`src/rtl/branch_predict_unit.sv`:
```
// Branch prediction and resolution unit.
// Holds a direct-mapped BTB with saturating counters. It resolves branches,
// jumps and RETI coming back from execute, and it handles single-level IRQ
// entry and return through a saved-PC (EPC) register.
//
// Events that produce a redirect, in priority order:
// event       | NPC | RedirectPC
// IRQ accept  | 11  | IRQ_VECTOR
// RETI        | 10  | EPC
// mispredict  | 01  | ResTaken ? ResTarget : ResPC+4
// none        | 00  | 0
module branch_predict_unit #(
   parameter int unsigned          ADDR_W     = 32,
   parameter int unsigned          ENTRIES    = 16,
   parameter int unsigned          CNT_W      = 2,
   parameter logic [ADDR_W-1:0]    IRQ_VECTOR = 32'h0000_0010,
   parameter int unsigned          STAT_W     = 16
) (
   input  logic              CLK,
   input  logic              Reset,
   input  logic [ADDR_W-1:0] FetchPC,
   output logic              PredHit,
   output logic              PredTaken,
   output logic [ADDR_W-1:0] PredTarget,
   input  logic              ResValid,
   input  logic [ADDR_W-1:0] ResPC,
   input  logic              ResBranch,
   input  logic              ResJump,
   input  logic              ResReti,
   input  logic              ResTaken,
   input  logic [ADDR_W-1:0] ResTarget,
   input  logic              ResPredTaken,
   input  logic [ADDR_W-1:0] ResPredTarget,
   input  logic              IRQ,
   output logic              IrqAck,
   output logic              InIsr,
   output logic              FlushPipePC,
   output logic [1:0]        NPC,
   output logic [ADDR_W-1:0] RedirectPC,
   output logic [STAT_W-1:0] MispredCount
);

   localparam int unsigned IDX_W = $clog2(ENTRIES);
   localparam int unsigned TAG_W = ADDR_W - IDX_W - 2;
   localparam logic [CNT_W-1:0] CNT_MAX  = '1;
   localparam logic [CNT_W-1:0] CNT_WEAK = CNT_W'(2 ** (CNT_W - 1));

   logic [ENTRIES-1:0] r_valid;
   logic [TAG_W-1:0]   r_tag    [ENTRIES];
   logic [ADDR_W-1:0]  r_target [ENTRIES];
   logic [CNT_W-1:0]   r_cnt    [ENTRIES];
   logic [ADDR_W-1:0]  r_epc;
   logic               r_in_isr;
   logic [STAT_W-1:0]  r_mispred_cnt;

   logic [IDX_W-1:0]  w_fidx;
   logic [TAG_W-1:0]  w_ftag;
   logic              w_fhit;
   logic [IDX_W-1:0]  w_ridx;
   logic [TAG_W-1:0]  w_rtag;
   logic              w_rhit;
   logic              w_ctl;
   logic              w_reti;
   logic              w_taken;
   logic              w_mispred;
   logic [ADDR_W-1:0] w_mis_pc;
   logic              w_irq_acc;
   logic              w_unused;

   // The low PC bits only select bytes inside a word, so they never index the table.
   assign w_unused = ^{FetchPC[1:0], ResPC[1:0]};

   assign w_fidx = FetchPC[IDX_W+1:2];
   assign w_ftag = FetchPC[ADDR_W-1:IDX_W+2];
   assign w_fhit = r_valid[w_fidx] && (r_tag[w_fidx] == w_ftag);

   assign w_ridx = ResPC[IDX_W+1:2];
   assign w_rtag = ResPC[ADDR_W-1:IDX_W+2];
   assign w_rhit = r_valid[w_ridx] && (r_tag[w_ridx] == w_rtag);

   assign w_ctl     = ResValid && (ResBranch || ResJump);
   assign w_reti    = ResValid && ResReti;
   assign w_taken   = ResTaken || ResJump;
   assign w_mispred = w_ctl && ((w_taken != ResPredTaken) ||
                                (w_taken && (ResTarget != ResPredTarget)));
   assign w_mis_pc  = w_taken ? ResTarget : (ResPC + ADDR_W'(4));
   assign w_irq_acc = IRQ && !r_in_isr && !w_reti;

   assign InIsr        = r_in_isr;
   assign MispredCount = r_mispred_cnt;

   // Fetch-side lookup. The read uses stored state only, so a write in the same cycle is not visible yet.
   always_comb begin
      PredHit    = 1'b0;
      PredTaken  = 1'b0;
      PredTarget = '0;
      if (!Reset && w_fhit) begin
         PredHit    = 1'b1;
         PredTaken  = r_cnt[w_fidx][CNT_W-1];
         PredTarget = r_target[w_fidx];
      end
   end

   // Redirect selection. An IRQ outranks a mispredict, and a RETI blocks the IRQ inside w_irq_acc.
   always_comb begin
      FlushPipePC = 1'b0;
      NPC         = 2'b00;
      RedirectPC  = '0;
      IrqAck      = 1'b0;
      if (!Reset) begin
         if (w_irq_acc) begin
            FlushPipePC = 1'b1;
            NPC         = 2'b11;
            RedirectPC  = IRQ_VECTOR;
            IrqAck      = 1'b1;
         end else if (w_reti) begin
            FlushPipePC = 1'b1;
            NPC         = 2'b10;
            RedirectPC  = r_epc;
         end else if (w_mispred) begin
            FlushPipePC = 1'b1;
            NPC         = 2'b01;
            RedirectPC  = w_mis_pc;
         end
      end
   end

   // BTB update from resolved branches and jumps. The update still happens when an IRQ takes the redirect.
   always_ff @(posedge CLK) begin
      if (Reset) begin
         r_valid <= '0;
      end else if (w_ctl) begin
         if (w_rhit) begin
            if (ResJump)
               r_cnt[w_ridx] <= CNT_MAX;
            else if (w_taken)
               r_cnt[w_ridx] <= (r_cnt[w_ridx] == CNT_MAX) ? CNT_MAX : r_cnt[w_ridx] + CNT_W'(1);
            else
               r_cnt[w_ridx] <= (r_cnt[w_ridx] == '0) ? '0 : r_cnt[w_ridx] - CNT_W'(1);
            if (w_taken)
               r_target[w_ridx] <= ResTarget;
         end else if (w_taken) begin
            r_valid[w_ridx]  <= 1'b1;
            r_tag[w_ridx]    <= w_rtag;
            r_target[w_ridx] <= ResTarget;
            r_cnt[w_ridx]    <= ResJump ? CNT_MAX : CNT_WEAK;
         end
      end
   end

   // ISR state, saved PC and the saturating mispredict statistic.
   always_ff @(posedge CLK) begin
      if (Reset) begin
         r_epc         <= '0;
         r_in_isr      <= 1'b0;
         r_mispred_cnt <= '0;
      end else begin
         if (w_irq_acc) begin
            // If a mispredict coincides with the IRQ, return to the corrected path.
            r_epc    <= w_mispred ? w_mis_pc : FetchPC;
            r_in_isr <= 1'b1;
         end else if (w_reti) begin
            r_in_isr <= 1'b0;
         end
         if (w_mispred && (r_mispred_cnt != '1))
            r_mispred_cnt <= r_mispred_cnt + STAT_W'(1);
      end
   end

endmodule
```
`config.mk`:
```
export PLATFORM = sky130hd
export DESIGN_NAME = branch_predict_unit
export DESIGN_NICKNAME = d
export VERILOG_FILES = /design/src/rtl/branch_predict_unit.sv
export SDC_FILE = /design/constraint.sdc
export NUM_CORES = 1
export LEC_CHECK = 0
export ABC_AREA = 1
export ABC_CLOCK_PERIOD_IN_PS = 4740
export BUFFER_PORTS_ARGS = -buffer_cell sky130_fd_sc_hd__buf_2
export CORE_AREA = 3 3 357 359
export CTS_CLUSTER_SIZE = 8
export DETAILED_ROUTE_END_ITERATION = 16
export DIE_AREA = 0 0 360 362
export GPL_TIMING_DRIVEN = 0
export PLACE_DENSITY_LB_ADDON = 0.15
export REMOVE_ABC_BUFFERS = 1
export SLEW_MARGIN = 5
export SYNTH_ARGS = -nofsm -noshare
export SYNTH_HDL_FRONTEND = slang
export SYNTH_SLANG_ARGS = --single-unit
```
`constraint.sdc`:
```
create_clock -name CLK -period 4.74 [get_ports CLK]
set_input_delay 0.711 -clock CLK [delete_from_list [all_inputs] [get_ports CLK]]
set_output_delay 0.711 -clock CLK [all_outputs]
set_load 0.05 [all_outputs]
```
==> metrics.md <==
| Metric | Value |
|---|---|
| DRT Pass-1 Iters | `8` |
| Clock latency on the worst-skew pair | `0.76 ns` |
| Total power | `21900 µW` |
| Most frequent cells in the layout | `nand2_1 (1149), edfxtp_1 (960), inv_1 (535)` |
| Via count | `39400` |
| Die ar. | `0.130 mm²` |
| Worst setup EP type | `primary output` |
| CP max FO | `21` |
| Fin crit share | `101%` |
| Die X | `360 µm` |
| Clk sink count | `1025` |
| CP Class | `in -> out` |
| Peak supply drop | `0.000346 V` |
| Largest net degree at the start of global routing | `109` |
| Core footprint | `0.124 mm²` |
| Startpoint types | `input port` |
| Pre-CTS setup slack | `-1.77 ns` |
| Fin util | `47.4%` |
| Leak | `0.0229 µW` |
| Cell count after synthesis | `5120` |
| Crit-path cells | `buf_2, nand2_2, clkinvlp_4, nor2_2, nand2_2, o32ai_1, buf_2` |
| Hold Buf Count CTS | `0` |
| Critical path's top delay family | `simple AND/OR/NAND/NOR gates` |
| Worst-case clock buffer depth | `3` |
| Post-DP Area | `0.0533 mm²` |
| First-pass GRT wire length | `254000 µm` |
| Depth of the CTS H-tree | `4` |
| GR Overflow Total | `0` |
| Initial DRC count | `4931` |
| Synth Cell Area | `0.0496 mm²` |
| Max Clock Skew | `0.0390 ns` |
| Max-capacitance violation count | `0` |
| Syn. warnings | `0` |
| Initial antenna violation count | `15` |
| Maximum clock rate | `0.209 GHz` |
| WP buf/inv | `3` |
| GRT Util Overall | `26.7%` |
| Outcome | `finished, violations left` |
| Non-filler cells in the finished layout | `7000` |
| WL/cell | `25.9 µm` |
| Rel. slew slack | `34.1%` |
| Cells after DPL | `6732` |
| Commonest non-fill, non-tap cell in the layout | `nand2_1` |
| Routed WL | `181000 µm` |
| Number of global-route vias before repair | `36700` |
| Final HPWL DP | `105000 µm` |
| Hold/Removal Path Class | `in -> reg` |
| Final RePlAce weighted congestion | `0.943` |
| Syn avg cell area | `9.68 µm²` |
| Total I/O pin count | `224` |
| Arrival @ worst endpoint | `4.07 ns` |
| Final-stage net count | `5434` |
| Root Driver | `clkbuf_16` |
| Share of layout cells above drive strength 1 | `12.0%` |
| DRC errors left | `0` |
| Slew @ Worst Pin | `0.988 ns` |
| Seq/Total Area, Yosys | `60.8%` |
| #FFs+latches synth | `1025` |
| CP max stage cell | `o32ai_1` |
| Die H | `362 µm` |
| Count of cell types in the netlist | `42` |
| Post-route cell area | `0.0589 mm²` |
| CP Data Required Time | `4.03 ns` |
| CTS Buf Count | `146` |
| Remaining antenna violation count | `0` |
| Power density over the cells | `372 mW/mm²` |
| Final hold viol count | `0` |
| Synth-to-layout area growth | `18.8%` |
| Final worst slack | `-0.0406 ns` |
| Initial Util | `39.9%` |
| Minimum clock period after layout | `4.78 ns` |
| Final setup viols | `2` |
| I/O Buffers | `223` |
| Largest stage delay on the critical path | `0.68 ns` |
| Violations in the final reports | `negative setup slack` |
| CTS tree | `done` |
| Unrepaired setup endpoints after global routing | `false` |
| Row Count | `129` |
| Vias per Instance | `5.62` |
| Worst-path clk slew | `0.05 ns` |
| Final Max Tran Viols | `0` |
| Fillers | `11400` |
-- synthesized netlist by cell type (all sizes together) --
master | instances | area (µm²)
mux2i | 105 | 1050
nor2 | 367 | 1390
dfxtp | 65 | 1300
buf | 199 | 1010
nand3 | 343 | 1720
nand4 | 11 | 68.8
o31ai | 2 | 15.0
clkinv | 1 | 3.75
a31oi | 17 | 106
xor2 | 35 | 307
nand3b | 1 | 7.51
o22ai | 59 | 369
clkbuf | 120 | 450
nor3 | 57 | 297
o21bai | 4 | 33.8
mux2 | 56 | 631
a221oi | 1 | 8.76
ha | 5 | 62.6
nor4 | 16 | 115
xnor2 | 16 | 140
a22o | 4 | 35.0
o211a | 1 | 10.0
o32ai | 11 | 96.3
nand2 | 1155 | 4340
edfxtp | 960 | 28800
o21ai | 480 | 2410
inv | 545 | 2050
o21a | 1 | 7.51
o211ai | 123 | 923
a21oi | 360 | 1800
-- registers in the layout, indices dropped and copies added, names as in the netlist --
signal	count
r_cnt	32
InIsr	1
MispredCount	16
r_target	512
r_valid	16
r_tag	416
r_epc	32
-- layer usage --
| layer | share of wire [%] | GRT usage, % | routed length, µm |
|---|---|---|---|
| met5 | 0.073 | 0 | 133 |
| met4 | 3.3 | 9.11 | 5890 |
| met3 | 10 | 6.83 | 18100 |
| met2 | 44 | 41.0 | 80000 |
| met1 | 43 | 36.8 | 77000 |
-- stage by stage --
stage / TNS (ns) / hold slack [ns]
6_report: -0.0421 / 0.192
5_1_grt: 0 / 0.180
4_1_cts: 0 / 0.149
3_5_place_dp: -804.51 / 0.472
3_3_place_gp: -9913.14 / 0.466
2_1_floorplan: -160.29 / 0.450
-- power breakdown --
group,total [µW],switching (µW),internal [µW]
sequential,10000,30.0,10000
clock,9650,3970,5680
combinational,2200,1560,640
-- worst paths after layout --
check | end | startpoint | cells after the start | slack (ns)
setup / recovery | RedirectPC[22] | ResValid | 7 | -0.04
hold / removal | InIsr | IRQ | 3 | 0.19
hold reg to reg | MispredCount[15] | MispredCount[15] | 2 | 0.48
setup reg to reg | r_tag[4][22] | r_tag[0][1] | 16 | 1.29
-- what timing repair did --
| item | CTS | global route |
|---|---|---|
| gates resized for setup | 57 | 22 |
| gates cloned | 23 | 8 |
| pin swaps | 5 | 1 |
| endpoints found under the setup margin | 515 | 240 |
| buffers inserted | 14 | 4 |
-- worst register-to-register path: cells and delay by family (launching register included) --
kind	cells	cell delay, ns
flops	1	0.40
buf+inv	3	0.61
compound gates	2	0.28
simple gates	11	1.85
-- cell families (layout without fill, tap and decap cells) --
kind of cell	count (synthesis)	in the layout	share of synthesized area [%]
AND/OR/NAND/NOR	1950	1950	16.0
AO/OA/AOI/OAI	1063	1064	11.7
flip-flops	1025	1025	60.8
buffers and inverters	865	1106	7.09
multiplexers	161	161	3.39
XOR/XNOR	51	51	0.901
adder cells (fa/ha/maj)	5	5	0.126
other	0	1	0
-- layout make-up --
cell class | count | area (µm²) | share of cell area (%)
multi-input cells | 3231 | 16400 | 27.9
inverters | 546 | 2120 | 3.59
repair buffers | 340 | 3970 | 6.74
flip-flops and latches | 1025 | 30100 | 51.2
repair inverters | 2 | 10.0 | 0.0170
clock buffers | 202 | 3860 | 6.56
well taps | 1637 | 2050 | 3.48
clock inverters | 16 | 327 | 0.555
diodes | 1 | 2.50 | 0.00425
Power figures use the tool's default switching activity.
